[src/rtl/pc_unit_pkg.sv]
// ---------------------------------------------------------------------------
// pc_unit_pkg
//  Shared definitions for the program-counter unit and its return stack:
//  default widths, the PC reset vector, the per-cycle operation encoding and
//  the strobe-to-operation priority decode.
// ---------------------------------------------------------------------------
package pc_unit_pkg;

   localparam int ADDR_W_DEF      = 8;
   localparam int STACK_DEPTH_DEF = 4;

   // PC value loaded by reset; cast to the instance width where used.
   localparam int PC_RESET_VEC    = 0;

   // The single action the unit takes in a given cycle.
   typedef enum logic [2:0] {
      OP_HOLD     = 3'd0,
      OP_INC      = 3'd1,
      OP_LOAD     = 3'd2,
      OP_CALL     = 3'd3,
      OP_RET      = 3'd4,
      OP_CONFLICT = 3'd5
   } pc_op_e;

   // Collapses the decoder strobes into one operation, highest priority first.
   // pc_inc is routinely high together with call/ret; call/ret win silently.
   function automatic pc_op_e decode_op(input logic call,
                                        input logic ret,
                                        input logic pc_load,
                                        input logic pc_inc);
      if (call && ret) return OP_CONFLICT;
      if (ret)         return OP_RET;
      if (call)        return OP_CALL;
      if (pc_load)     return OP_LOAD;
      if (pc_inc)      return OP_INC;
      return OP_HOLD;
   endfunction

endpackage : pc_unit_pkg

[src/rtl/pc_unit_ret_stack.sv]
// ---------------------------------------------------------------------------
// ret_stack
//  Bounded LIFO of return addresses with its stack pointer. No priority or
//  error handling lives here: a push while full or a pop while empty is
//  simply ignored, and the parent never asserts push and pop together.
//
//  Ports
//   clk    in   1        rising-edge clock
//   reset  in   1        asynchronous active-high reset (clears sp only)
//   push   in   1        write din at sp, sp <= sp+1
//   pop    in   1        sp <= sp-1 (top entry is already on dout)
//   din    in   ADDR_W   address to push
//   dout   out  ADDR_W   current top entry (stack[sp-1]); 0 when empty
//   full   out  1        sp == DEPTH
//   empty  out  1        sp == 0
// ---------------------------------------------------------------------------
module ret_stack
   import pc_unit_pkg::*;
#(
   parameter int ADDR_W = ADDR_W_DEF,
   parameter int DEPTH  = STACK_DEPTH_DEF
) (
   input  logic              clk,
   input  logic              reset,
   input  logic              push,
   input  logic              pop,
   input  logic [ADDR_W-1:0] din,
   output logic [ADDR_W-1:0] dout,
   output logic              full,
   output logic              empty
);

   localparam int SP_W  = $clog2(DEPTH + 1);
   localparam int IDX_W = (DEPTH > 1) ? $clog2(DEPTH) : 1;

   logic [ADDR_W-1:0] mem_q [DEPTH];
   logic [SP_W-1:0]   sp_q;
   logic [SP_W-1:0]   sp_d;
   logic [IDX_W-1:0]  wr_idx;
   logic [IDX_W-1:0]  top_idx;
   logic              do_push;
   logic              do_pop;

   assign full    = (sp_q == SP_W'(DEPTH));
   assign empty   = (sp_q == '0);

   assign do_push = push && !full;
   assign do_pop  = pop  && !empty;

   // Truncation is safe: wr_idx is only used when not full, top_idx only
   // when not empty, so both stay inside 0..DEPTH-1 whenever they matter.
   assign wr_idx  = IDX_W'(sp_q);
   assign top_idx = IDX_W'(sp_q - SP_W'(1));

   assign dout    = empty ? '0 : mem_q[top_idx];

   // NOTE: every variable assigned in always_comb gets a default first, so no
   // path can leave it unassigned and infer a latch.
   always_comb begin
      sp_d = sp_q;
      if (do_push) begin
         sp_d = sp_q + SP_W'(1);
      end else if (do_pop) begin
         sp_d = sp_q - SP_W'(1);
      end
   end

   // NOTE: sequential state uses non-blocking assignments so every register
   // samples the pre-edge values regardless of block evaluation order.
   always_ff @(posedge clk or posedge reset) begin
      if (reset) begin
         sp_q <= '0;
      end else begin
         sp_q <= sp_d;
      end
   end

   // NOTE: the storage array is deliberately left out of reset; entries above
   // sp are never observed, so clearing them would only cost a reset tree.
   always_ff @(posedge clk) begin
      if (do_push) begin
         mem_q[wr_idx] <= din;
      end
   end

endmodule : ret_stack

[src/rtl/pc_unit.sv]
// ---------------------------------------------------------------------------
// pc_unit
//  Program counter that sits right after the instruction decoder. Each cycle
//  the decoder strobes are reduced to one operation (conflict, return, call,
//  load, increment, hold, in that priority) which updates the PC, the
//  return-address stack and a sticky error flag on the rising clock edge.
//  The unit keeps executing legal operations after an error.
//
//  Ports
//   clk          in   1        rising-edge clock
//   reset        in   1        asynchronous active-high reset
//   pc_inc       in   1        advance PC by one
//   pc_load      in   1        PC <= target (JMP / taken JEQ)
//   call         in   1        JMS: push PC+1, PC <= target
//   ret          in   1        BBL: PC <= popped return address
//   target       in   ADDR_W   jump / call destination
//   pc           out  ADDR_W   current program counter (registered)
//   stack_full   out  1        all STACK_DEPTH entries valid
//   stack_empty  out  1        no entries valid
//   stack_err    out  1        sticky overflow / underflow / call-ret conflict
// ---------------------------------------------------------------------------
module pc_unit
   import pc_unit_pkg::*;
#(
   parameter int ADDR_W      = ADDR_W_DEF,
   parameter int STACK_DEPTH = STACK_DEPTH_DEF
) (
   input  logic              clk,
   input  logic              reset,
   input  logic              pc_inc,
   input  logic              pc_load,
   input  logic              call,
   input  logic              ret,
   input  logic [ADDR_W-1:0] target,
   output logic [ADDR_W-1:0] pc,
   output logic              stack_full,
   output logic              stack_empty,
   output logic              stack_err
);

   pc_op_e            op;
   logic [ADDR_W-1:0] pc_q;
   logic [ADDR_W-1:0] pc_d;
   logic              err_q;
   logic              err_d;
   logic [ADDR_W-1:0] pc_plus1;
   logic              stk_push;
   logic              stk_pop;
   logic [ADDR_W-1:0] stk_top;
   logic              stk_full;
   logic              stk_empty;

   assign op       = decode_op(call, ret, pc_load, pc_inc);

   // Natural ADDR_W-bit wrap: both the increment and the pushed return
   // address roll over from all-ones to zero without any special case.
   assign pc_plus1 = pc_q + ADDR_W'(1);

   always_comb begin
      pc_d     = pc_q;
      err_d    = err_q;
      stk_push = 1'b0;
      stk_pop  = 1'b0;
      unique case (op)
         OP_CONFLICT: begin
            err_d = 1'b1;
         end
         OP_RET: begin
            if (stk_empty) begin
               err_d = 1'b1;
            end else begin
               pc_d    = stk_top;
               stk_pop = 1'b1;
            end
         end
         OP_CALL: begin
            // Overflow aborts the whole call: no push and no jump.
            if (stk_full) begin
               err_d = 1'b1;
            end else begin
               stk_push = 1'b1;
               pc_d     = target;
            end
         end
         OP_LOAD: pc_d = target;
         OP_INC:  pc_d = pc_plus1;
         default: ;
      endcase
   end

   always_ff @(posedge clk or posedge reset) begin
      if (reset) begin
         pc_q  <= ADDR_W'(PC_RESET_VEC);
         err_q <= 1'b0;
      end else begin
         pc_q  <= pc_d;
         err_q <= err_d;
      end
   end

   ret_stack #(
      .ADDR_W (ADDR_W),
      .DEPTH  (STACK_DEPTH)
   ) u_ret_stack (
      .clk   (clk),
      .reset (reset),
      .push  (stk_push),
      .pop   (stk_pop),
      .din   (pc_plus1),
      .dout  (stk_top),
      .full  (stk_full),
      .empty (stk_empty)
   );

   assign pc          = pc_q;
   assign stack_full  = stk_full;
   assign stack_empty = stk_empty;
   assign stack_err   = err_q;

endmodule : pc_unit

[config.mk]
export PLATFORM = sky130hd
export DESIGN_NAME = pc_unit
export DESIGN_NICKNAME = d
export VERILOG_FILES = /design/src/rtl/pc_unit_pkg.sv /design/src/rtl/pc_unit_ret_stack.sv /design/src/rtl/pc_unit.sv
export SDC_FILE = /design/constraint.sdc
export NUM_CORES = 1
export LEC_CHECK = 0
export ABC_CLOCK_PERIOD_IN_PS = 2000
export CAP_MARGIN = 10
export CORE_AREA = 2 2 78 65
export DETAILED_ROUTE_END_ITERATION = 16
export DIE_AREA = 0 0 80 67
export DONT_BUFFER_PORTS = 1
export PLACE_DENSITY = 0.68
export SYNTH_ARGS = -nofsm -noshare
export SYNTH_HDL_FRONTEND = slang
export SYNTH_HIERARCHICAL = 1
export SYNTH_SLANG_ARGS = --single-unit
[constraint.sdc]
create_clock -name clk -period 2 [get_ports clk]
set_input_delay 0.4 -clock clk [delete_from_list [all_inputs] [get_ports clk]]
set_output_delay 0.4 -clock clk [all_outputs]
set_load 0.02 [all_outputs]
# [Word level (Yosys, flattened, before mapping)]
# Memories as Yosys holds them, arrays and structs flattened.
# Cells that the tools add are included.
[totals] mem_count=1 ff_bits=12 out_inout_bits=11 in_bits=14 romBits=0 elab_cells=67 ramBits=32 latch_bits=0
[classes] n_addsub=3 shift=0 reduce_logical=11 eq_ne=10 n_div=0 bitwise=0 n_mul=0 muxes=39 magnitude_cmp=0
[mem_list] name="u_ret_stack.mem_q" words=4 word_bits=8 rd=1 rd_ports_with_merged_regs=0 wr=1 line="pc_unit_ret_stack.sv:36" source="logic [ADDR_W-1:0] mem_q [DEPTH];"
[op_table] operator="$mux 3" n=12
[op_table] operator="$pmux 8 s4" n=1
[op_table] operator="$mux 1" n=23
[op_table] operator="$mux 8" n=2
[op_table] operator="$eq 3x3->1 const B" n=3
[op_table] operator="$add 8x1->8 const B" n=1
[op_table] operator="$eq 3x2->1 const B" n=2
[op_table] operator="$reduce_and 3->1" n=2
[op_table] operator="$ne 2x1->1 const B" n=2
[op_table] operator="$ne 2x2->1 const B" n=2
[op_table] operator="$reduce_bool 4->1" n=1
[op_table] operator="$add 3x1->3 const B" n=1
[op_table] operator="$eq 3x1->1 const B" n=1
[op_table] operator="$logic_and 1x1->1" n=3
[op_table] operator="$logic_not 3->1" n=1
[op_table] operator="$pmux 1 s3" n=1
[op_table] operator="$reduce_bool 3->1" n=1
[op_table] operator="$sub 3x1->3 const B" n=1
[op_table] operator="$logic_not 1->1" n=2
[op_table] operator="$reduce_bool 2->1" n=1

# [Logic depth before layout (Yosys ltp)]
# Gate-level depths: netlist (run 1).
[logic_depth] ltp_word=22 ltp_mapped=9

# [Hierarchy]
# Netlist (run 1), hierarchy kept.
[by_module_without_submodules] module="ret_stack" area_per_inst_um2=1491.4 n_inst=1 cells_per_inst=82
[by_module_without_submodules] module="pc_unit" area_per_inst_um2=765.7 n_inst=1 cells_per_inst=82

# [Least setup slack after synthesis (run 1)]
# Ideal clock, no wire load.
[synth_path] path_kind="register to register" start="reg u_ret_stack.sp_q[0]" end="mem u_ret_stack/mem_q[3][0] in the netlist's numbering, enable pin" t_required_ps=1668 path_slack_ps=-207 setup_ps=332 stages_incl_launch_ff=9 path_buffers=2 arrival_time_ps=1875 path_cell_list="dfrtp_1 > buf_6 > inv_1 > ha_1 > and2_1 > nor2_1 > a21boi_1 > clkbuf_2 > and2_1"
[synth_via] elab_chain_len=6
[synth_lines] element="from (decl)" line="pc_unit_ret_stack.sv:37" source="logic [SP_W-1:0] sp_q;"
[synth_lines] element="from (signal assigned)" line="pc_unit_ret_stack.sv:74" source="sp_q <= sp_d;"
[synth_lines] element="$eq 3x3->1" line="pc_unit_ret_stack.sv:44" source="assign full = (sp_q == SP_W'(DEPTH));"
[synth_lines] element="via stack_full" line="pc_unit.sv:36" source="output logic stack_full,"
[synth_lines] element="$mux 1" line="pc_unit.sv:78" source="if (stk_full) begin"
[synth_lines] element="$mux 1" line="pc_unit.sv:64" source="unique case (op)"
[synth_lines] element="via stk_push" line="pc_unit.sv:47" source="logic stk_push;"
[synth_lines] element="$logic_and 1x1->1" line="pc_unit_ret_stack.sv:47" source="assign do_push = push && !full;"
[synth_lines] element="$mux 1" line="pc_unit_ret_stack.sv:81" source="if (do_push) begin"
[synth_lines] element="$mux 1 (not written as such)" line="pc_unit_ret_stack.sv:82" source="mem_q[wr_idx] <= din;"
[synth_lines] element="to (decl)" line="pc_unit_ret_stack.sv:36"
# The timed path passes the listed nets, and every way through them passes these cells.

# [Worst setup path after layout (run 1)]
[layout_path] start="reg u_ret_stack.sp_q[0]" end="reg pc_q[3], in the netlist pc[3]"
[layout_via] elab_chain_len=4
[layout_lines] element="$sub 3x1->3" line="pc_unit_ret_stack.sv:53" source="assign top_idx = IDX_W'(sp_q - SP_W'(1));"
[layout_lines] element="$mem_v2 4x8"
[layout_lines] element="via stk_top[3]" line="pc_unit.sv:49" source="logic [ADDR_W-1:0] stk_top;"
[layout_lines] element="$mux 8" line="pc_unit.sv:69" source="if (stk_empty) begin"
[layout_lines] element="$pmux 8 s4" line="pc_unit.sv:64"
[layout_lines] element="to (signal assigned)" line="pc_unit.sv:93" source="pc_q <= ADDR_W'(PC_RESET_VEC);"
[layout_lines] element="to (signal assigned)" line="pc_unit.sv:96" source="pc_q <= pc_d;"
[layout_lines] element="to (decl)" line="pc_unit.sv:42" source="logic [ADDR_W-1:0] pc_q;"
# The timed path passes the listed nets, and every way through them passes these cells. The select of a mux whose other input is x is not followed.
# A chain may end at the register's enable or synchronous reset.

==> results by group, run 1 <==
Floorplanning
  • Die Y: 67 um
  • DIE AREA: 0.00536 mm^2
  • Row cnt: 22
  • CORE AREA: 0.00451 mm^2
  • Die W: 80 um
  • I/O Pins: 25
  • Initial Utilization: 0.500

Timing
  • Final cycle utilization of the critical path: 0.942
  • RSZ-0062 raised after global routing: no
  • Final Setup Violations: 0
  • Relative slew slack: 0.676
  • Highest clock rate: 531 MHz
  • Skew final: 7.85 ps
  • Post-layout min period: 1880 ps
  • Worst Tran Pin Value: 484 ps
  • Worst hold slack: 304 ps
  • Max Slew Vio Count: 0
  • Fin. Hold Viols: 0

Synth
  • Synth top area cells: edfxtp_1, dfrtp_1, mux4_2, ha_1, nor2b_1
  • Cell taking the most area after synthesis: edfxtp_1
  • Number of flops mapped to enable cells by yosys: 32
  • Top_reg_cell synth: edfxtp_1
  • Mapped Cells: 164
  • Syn_area_per_cell: 13.8 um^2
  • Synthesized flop and latch total: 44
  • Sequential fraction of the synthesis area: 0.559
  • Synthesis warning total: 6
  • Synthesized area: 0.00226 mm^2
  • Syn nets: 189
  • Synth cell types: 41
  • Ys async rst share: 0.273
  • Area share of the largest cell type after synthesis: 0.426

Clock tree
  • CTS tree: built
  • Clock buffer depth: 2
  • Clk slew on worst S/H paths: 80 ps
  • Clk sinks: 44
  • Clock latency on the worst-skew pair: 290 ps
  • H-tree level count: 2
  • Clock root buffer: clkbuf_8
  • Num CTS Buffers: 5

Routing
  • Drt initial violations: 81
  • Via density: 6.03
  • Via Count: 1422
  • WL final: 4580 um
  • Drt first pass iters: 4
  • DRC violations left: 0
  • Remaining antenna violation count: 0
  • Routed len/inst: 19.4 um

GRT
  • Gr usage total: 0.187
  • Vias in the first global route: 1450
  • Initial antenna violation count: 0
  • Total congestion overflow: 0
  • Largest net degree at the start of global routing: 14
  • First-pass GRT wire length: 7310 um

Layout
  • Area Overhead vs Synth: 13.0%
  • Final Util: 0.565
  • Register cell area after layout: 0.00126 mm^2
  • Multi-input gate area: 966 um^2
  • Filler instances: 372
  • Post-route cell area: 0.00255 mm^2
  • Nets@finish: 200
  • Share of cells above drive strength 1: 0.233
  • Antenna cells: 0

Setup path
  • CP Cell Sequence: inv_1 > ha_4 > mux4_2 > nor2b_1 > a222oi_1 > mux2i_1
  • Worst path top cell family by delay: multiplexers
  • Bufs and invs on worst path: 1
  • Crit Path Class: reg2reg
  • Worst EP required: 2160 ps
  • Largest stage delay on the critical path: 370 ps
  • CP max FO: 9
  • Data arrival, critical path: 2040 ps
  • CP endpoint kind: flip-flop
  • Crit-path slowest cell: dfrtp_1
  • Critical path launch point type: flip-flop

Place
  • # port buffers: 0
  • Post-DP HPWL: 3370 um
  • GPL Wtd Cong: 0.873
  • Cell Area, Placed: 0.00238 mm^2

Hold path
  • Tightest Hold Check Type: in2reg

Status
  • Outcome: finished, final reports clean

Power and ir drop
  • Leak: 0.953 nW
  • Max VDD drop: 916 uV
  • Total power: 3.83 mW
  • PwrDens: 1500 mW/mm^2

Run
  • Max cap viols: 0
## state kept, by name, summed over array words and instances (netlist names)
signal,flops
stack_err,1
pc,8
u_ret_stack/mem_q,32
u_ret_stack/sp_q,3
## Yosys cell counts, types with 4 or more instances
cell / number
a222oi_1: 6
and2_1: 6
dfrtp_1: 12
edfxtp_1: 32
ha_1: 11
inv_1: 14
mux2i_1: 5
mux4_2: 8
nand2_1: 4
nand3_1: 5
nor2_1: 5
nor2b_1: 10
xnor2_1: 4
## cell families (layout without fill, tap and decap cells)
logic type      after synthesis  in the layout  synth area share
simple gates                 46             46             0.124
flops                        44             44             0.559
compound gates               23             23            0.0887
buf+inv                      20             32            0.0388
mux                          13             13             0.102
fa+ha+maj                    11             11            0.0610
xor+xnor                      7              7            0.0272
## worst reg2reg max path, stage by stage, from the launching register on
cell      delay (ps)
dfrtp_1          370
inv_1             80
ha_4             350
mux4_2           310
nor2b_1          150
a222oi_1         370
mux2i_1          130
## where the power goes
group	switching [mW]	leakage, nW	internal [mW]
Sequential	0.236	0.436	1.31
Combinational	0.823	0.461	0.813
Clock	0.279	0.0552	0.371
## final timing paths
kind / startpoint / endpoint / slack, ps / depth (start not counted)
min in group asynchronous: reset / u_ret_stack/sp_q[2]$_DFFE_PP0P_ / 440 / 2
max reg2reg: u_ret_stack/sp_q[0]$_DFFE_PP0P_ / pc[3]$_DFFE_PP0P_ / 120 / 6
min reg2reg: u_ret_stack/sp_q[2]$_DFFE_PP0P_ / u_ret_stack/sp_q[2]$_DFFE_PP0P_ / 630 / 2
min: target[5] / pc[5]$_DFFE_PP0P_ / 300 / 2
max: u_ret_stack/sp_q[0]$_DFFE_PP0P_ / pc[3]$_DFFE_PP0P_ / 120 / 6
max in group asynchronous: reset / pc[1]$_DFFE_PP0P_ / 1160 / 2
## layer usage
metal	track usage	routed length, um	share of wire
met1	0.251	1940	0.42
met2	0.301	2230	0.49
met3	0.0434	357	0.078
met4	0.0614	49	0.011
met5	0	0	0
## through the flow
stage          TNS (ps)  instances  setup WS [ps]
4_1_cts               0        235           49.0
3_5_place_dp       -167        226          -78.1
5_1_grt               0        236           8.58
3_3_place_gp      -27.8        226          -27.0
6_report              0        236            115
2_1_floorplan         0        164           11.0
## cells in the final DEF, fill, tap and decap left out, types with 2 or more instances in the layout
master	instances
inv_1	14
ha_1	8
buf_4	7
mux4_2	8
clkbuf_8	5
o221ai_1	3
a222oi_1	6
nand2_1	4
or3_1	3
mux2i_1	5
o211ai_1	2
nor2b_1	10
nand4_1	2
xnor2_1	4
edfxtp_1	32
dfrtp_1	12
xor2_1	3
nor2_1	4
ha_4	2
nand3b_1	2
o2bb2ai_1	2
and2_4	5
o21ai_0	2
nand3_1	5
## final cells by class
class	instances	share of cell area
Clock buffer	6	0.0284
Timing Repair Buffer	10	0.0348
Multi-Input combinational cell	100	0.379
Sequential cell	44	0.494
Inverter	14	0.0206
Clock inverter	2	0.0137
Tap cell	60	0.0294
## repair_timing
| action | CTS | global route |
|---|---|---|
| setup buffers | 0 | 1 |
| hold buffers | 1 | 0 |
| pin swaps | 0 | 2 |
| gates resized for setup | 3 | 7 |
| hold endpoints to repair | 12 | 0 |
| setup endpoints to repair | 8 | 8 |
(Power assumes the default switching activity.)
==> run 2, diff against run 1 <==
==> constraint.sdc (replaced) <==
create_clock -name clk -period 2 [get_ports clk]
set_input_delay 0.4 -clock clk [delete_from_list [all_inputs] [get_ports clk]]
set_output_delay 0.4 -clock clk [all_outputs]
set_load 0.1 [all_outputs]
==> results by group, run 2 (same netlist as run 1, synthesis figures left out) <==
Routing
  • Via density: 5.88
  • DRC violations left: 0
  • Remaining antenna violation count: 0
  • Via Count: 1428
  • WL final: 4530 um
  • Drt initial violations: 167
  • Routed len/inst: 18.6 um
  • Drt first pass iters: 5

Layout
  • Filler instances: 389
  • Nets@finish: 207
  • Non-Filler Instances: 243
  • Antenna cells: 0
  • Largest register FFs: 32
  • Most frequent cells in the layout: edfxtp_1, buf_4, inv_1
  • Largest Register: u_ret_stack/mem_q
  • Area Overhead vs Synth: 14.9%
  • Multi-input gate area: 965 um^2
  • Commonest non-fill, non-tap cell in the layout: edfxtp_1
  • Register cell area after layout: 0.00126 mm^2
  • Share of cells above drive strength 1: 0.284

Timing
  • Post-layout min period: 1930 ps
  • Skew final: 7.83 ps
  • Relative slew slack: 0.657
  • Worst Tran Pin Value: 512 ps
  • Max Slew Vio Count: 0
  • RSZ-0062 raised after global routing: yes
  • Fin. Hold Viols: 0
  • Final cycle utilization of the critical path: 0.967
  • Final Setup Violations: 0
  • Highest clock rate: 517 MHz
  • Final worst slack: 65.4 ps

Power and ir drop
  • Max VDD drop: 970 uV
  • PwrDens: 1690 mW/mm^2
  • Leak: 0.977 nW

GRT
  • Met2 Track Usage GR: 0.279
  • Largest net degree at the start of global routing: 14
  • First-pass GRT wire length: 7060 um
  • Initial antenna violation count: 0
  • GR Util met3: 0.0366
  • Gr usage total: 0.182
  • Total congestion overflow: 0
  • Grt peak-use layer: met2
  • Vias in the first global route: 1378
  • GR Layer Usage met1: 0.266

Clock tree
  • Num CTS Buffers: 5
  • Clock latency on the worst-skew pair: 290 ps
  • Clk sinks: 44
  • Clk slew on worst S/H paths: 80 ps
  • Post-CTS setup buffer count: 0
  • Clock buffer depth: 2
  • Clock root buffer: clkbuf_8
  • H-tree level count: 2
  • CTS tree: built

Floorplanning
  • Die W: 80 um
  • I/O Pins: 25
  • CORE AREA: 0.00451 mm^2
  • DIE AREA: 0.00536 mm^2
  • Row cnt: 22
  • Die Y: 67 um
  • Initial Utilization: 0.500

Status
  • Outcome: finished, final reports clean

Place
  • GPL Wtd Cong: 0.903
  • # port buffers: 0
  • Post-DP HPWL: 3370 um
  • Pre-CTS setup slack: -38.3 ps
  • Placed insts: 234

Setup path
  • Cell count of the worst reg-to-reg path: 6
  • Bufs and invs on worst path: 3
  • Worst EP required: 1600 ps
  • Data arrival, critical path: 1530 ps
  • CP endpoint kind: primary output
  • Worst r2r src: u_ret_stack/sp_q[0]$_DFFE_PP0P_
  • Crit-path slowest cell: dfrtp_2
  • CP Cell Sequence: inv_4 > ha_2 > ha_4 > buf_4 > buf_12
  • Worst path top cell family by delay: flip-flops
  • CP Depth: 5
  • Largest stage delay on the critical path: 440 ps
  • Crit path launch: u_ret_stack/sp_q[0]$_DFFE_PP0P_
  • CP max FO: 9
  • Crit Path Class: reg2out
  • Critical path launch point type: flip-flop

Hold path
  • Tightest Hold Check Type: in2reg
  • Hold Path Stages: 2
  • Hold path startpoint: target[5]

Run
  • Max cap viols: 0
==> run 2: cell type report <==
class | count | share of cell area
clock inverters | 3 | 0.00531
flip-flops and latches | 44 | 0.488
repair buffers | 17 | 0.0579
well taps | 60 | 0.0290
clock buffers | 5 | 0.0265
inverters | 14 | 0.0212
multi-input cells | 100 | 0.372
==> run 2: worst paths after layout <==
| check | end | slack, ps |
|---|---|---|
| setup reg to reg | u_ret_stack/mem_q[3][3]$_DFFE_PP_ | 120 |
| setup / recovery | stack_empty | 70 |
| hold / removal | pc[5]$_DFFE_PP0P_ | 320 |
| min in group asynchronous | u_ret_stack/sp_q[2]$_DFFE_PP0P_ | 430 |
| max in group asynchronous | pc[0]$_DFFE_PP0P_ | 1150 |
| hold reg to reg | pc[7]$_DFFE_PP0P_ | 580 |
==> run 2: repair_timing <==
action | in CTS | in global routing
hold buffers | 1 | 0
gates cloned | 0 | 0
pin swaps | 0 | 2
resized for setup | 0 | 9
hold endpoints to repair | 12 | 0
setup endpoints to repair | 3 | 9
==> run 2: metrics by stage <==
step / hold WS, ps / total power [mW] / cell area, um^2 / util / TNS [ps]
2_1_floorplan: 154 / 3.30 / 2320 / - / 0
3_3_place_gp: 166 / 3.73 / 2470 / 0.546 / 0
3_5_place_dp: 172 / 3.79 / 2470 / 0.546 / -46.6
4_1_cts: 318 / 4.31 / 2560 / 0.567 / -104
5_1_grt: 328 / 4.62 / 2590 / 0.574 / -13.5
6_report: 320 / 4.38 / 2590 / 0.574 / 0
==> run 2: routing by layer <==
metal | share of wire | wire, um
met5 | 0 | 0
met4 | 0.0066 | 30
met3 | 0.066 | 301
met2 | 0.47 | 2120
met1 | 0.46 | 2080
==> run 2: report_power, final <==
group | leakage, nW | switching (mW) | internal (mW)
Clock | 0.0453 | 0.282 | 0.237
Combinational | 0.498 | 1.48 | 0.879
Sequential | 0.433 | 0.187 | 1.31
Total | 0.977 | 1.95 | 2.43
==> run 3, diff against run 2 <==
--- a/config.mk
+++ b/config.mk
@@ -8,6 +8,7 @@
 export ABC_CLOCK_PERIOD_IN_PS = 2000
 export CAP_MARGIN = 10
 export CORE_AREA = 2 2 78 65
+export CTS_BUF_LIST = sky130_fd_sc_hd__clkbuf_16
 export DETAILED_ROUTE_END_ITERATION = 16
 export DIE_AREA = 0 0 80 67
 export DONT_BUFFER_PORTS = 1
==> constraint.sdc (replaced) <==
create_clock -name clk -period 2 [get_ports clk]
set_input_delay 0.6 -clock clk [delete_from_list [all_inputs] [get_ports clk]]
set_output_delay 0.6 -clock clk [all_outputs]
set_load 0.1 [all_outputs]
==> results by group, run 3 (same netlist as run 1, synthesis figures left out) <==
Status
  • Outcome: finished, final reports clean

Clock tree
  • Clk sinks: 44
  • Clock buffer depth: 2
  • CTS tree: built
  • Clock latency on the worst-skew pair: 280 ps
  • Clock root buffer: clkbuf_16
  • Clk slew on worst S/H paths: 60 ps
  • Num CTS Buffers: 5
  • Post-CTS Hold Fix Bufs: 0
  • H-tree level count: 2

Floorplanning
  • DIE AREA: 0.00536 mm^2
  • Die W: 80 um
  • CORE AREA: 0.00451 mm^2
  • Die Y: 67 um
  • I/O Pins: 25
  • Initial Utilization: 0.500
  • Row cnt: 22

Setup path
  • Cell count of the worst reg-to-reg path: 7
  • Data arrival, critical path: 2120 ps
  • CP endpoint kind: flip-flop
  • Crit Path Class: reg2reg
  • Critical path launch point type: flip-flop
  • CP max FO: 6
  • Worst EP required: 2150 ps

Layout
  • Most frequent cells in the layout: edfxtp_1, buf_4, inv_1
  • Share of cells above drive strength 1: 0.326
  • Post-route cell area: 0.00280 mm^2
  • Nets@finish: 214
  • Antenna cells: 0
  • Largest Register: u_ret_stack/mem_q
  • Area Overhead vs Synth: 24.1%
  • Largest register FFs: 32
  • Commonest non-fill, non-tap cell in the layout: edfxtp_1

GRT
  • First-pass GRT wire length: 7690 um
  • Largest net degree at the start of global routing: 16
  • Initial antenna violation count: 0
  • Gr usage total: 0.196
  • Vias in the first global route: 1475
  • Total congestion overflow: 0

Place
  • GPL Wtd Cong: 0.847
  • Post-DP HPWL: 3470 um
  • # port buffers: 0
  • Cell Area, Placed: 0.00252 mm^2

Timing
  • Fin. Hold Viols: 0
  • Final Setup Violations: 0
  • Relative slew slack: 0.694
  • Highest clock rate: 509 MHz
  • Max Slew Vio Count: 0
  • Setup TNS: 0 ps
  • Worst Tran Pin Value: 456 ps
  • Final cycle utilization of the critical path: 0.982
  • Post-layout min period: 1960 ps
  • RSZ-0062 raised after global routing: no
  • Skew final: 7.22 ps

Routing
  • Drt initial violations: 175
  • Via density: 5.90
  • DRC violations left: 0
  • Via Count: 1474
  • Remaining antenna violation count: 0
  • Routed len/inst: 19.7 um
  • Drt first pass iters: 4
  • WL final: 4910 um

Power and ir drop
  • Leak: 1.07 nW
  • Max VDD drop: 1020 uV
  • PwrDens: 1800 mW/mm^2

Hold path
  • Tightest Hold Check Type: in2async

Run
  • Max cap viols: 0
[run 3: power by group]
part / total, mW / switching, mW / internal (mW)
clock: 0.928 / 0.335 / 0.593
combinational: 2.62 / 1.57 / 1.05
sequential: 1.50 / 0.189 / 1.31
total: 5.05 / 2.09 / 2.96
[run 3: path summary, 6_finish.rpt]
check / start / end / slack [ps]
max in group asynchronous: reset / pc[0]$_DFFE_PP0P_ / 1460
worst max register to register: u_ret_stack/sp_q[0]$_DFFE_PP0P_ / pc[3]$_DFFE_PP0P_ / 40
worst max-delay path: u_ret_stack/sp_q[0]$_DFFE_PP0P_ / pc[3]$_DFFE_PP0P_ / 40
worst min-delay path: reset / u_ret_stack/sp_q[2]$_DFFE_PP0P_ / 70
min in group clk: target[5] / pc[5]$_DFFE_PP0P_ / 530
worst min register to register: pc[1]$_DFFE_PP0P_ / pc[1]$_DFFE_PP0P_ / 600
[run 3: cell type report]
cell class                      instances  area (um^2)
Clock buffer                            5          125
Clock inverter                          3         46.3
Fill cell                             351         1710
Inverter                               14         55.1
Multi-Input combinational cell        100          976
Sequential cell                        44         1260
Tap cell                               60         75.1
Timing Repair Buffer                   24          259
[run 3: timing repair]
item | in CTS | in global routing
gates cloned | 0 | 1
endpoints found under the setup margin | 5 | 5
resized for setup | 4 | 10
setup buffers | 0 | 3
pin swaps | 0 | 2
[run 3: per-layer routing]
metal	wire, um	vias up	part of all wire	global-route usage
li1	-	678	-	-
met1	2120	741	0.43	0.269
met2	2400	49	0.49	0.326
met3	332	6	0.068	0.0366
met4	53	0	0.011	0.0466
met5	0	-	0	0
[run 3: critical path, cell delays in order (launching register included)]
cell      delay (ps)
dfrtp_2          410
inv_4             60
ha_4             330
buf_6            140
mux4_2           280
nor2b_1          150
a222oi_1         340
mux2i_1          120
[run 3: through the flow]
stage / hold WS (ps) / total power [mW] / cells / util / setup WS [ps]
after floorplan: 354 / 3.32 / 164 / - / -33.9
after global placement: 366 / 3.79 / 238 / 0.558 / -46.3
after detailed placement: 375 / 3.85 / 238 / 0.558 / -132
after CTS: 73.6 / 4.84 / 246 / 0.601 / -3.34
after global routing: 73.1 / 5.31 / 250 / 0.621 / 3.07
final: 67.5 / 5.05 / 250 / 0.621 / 35.1
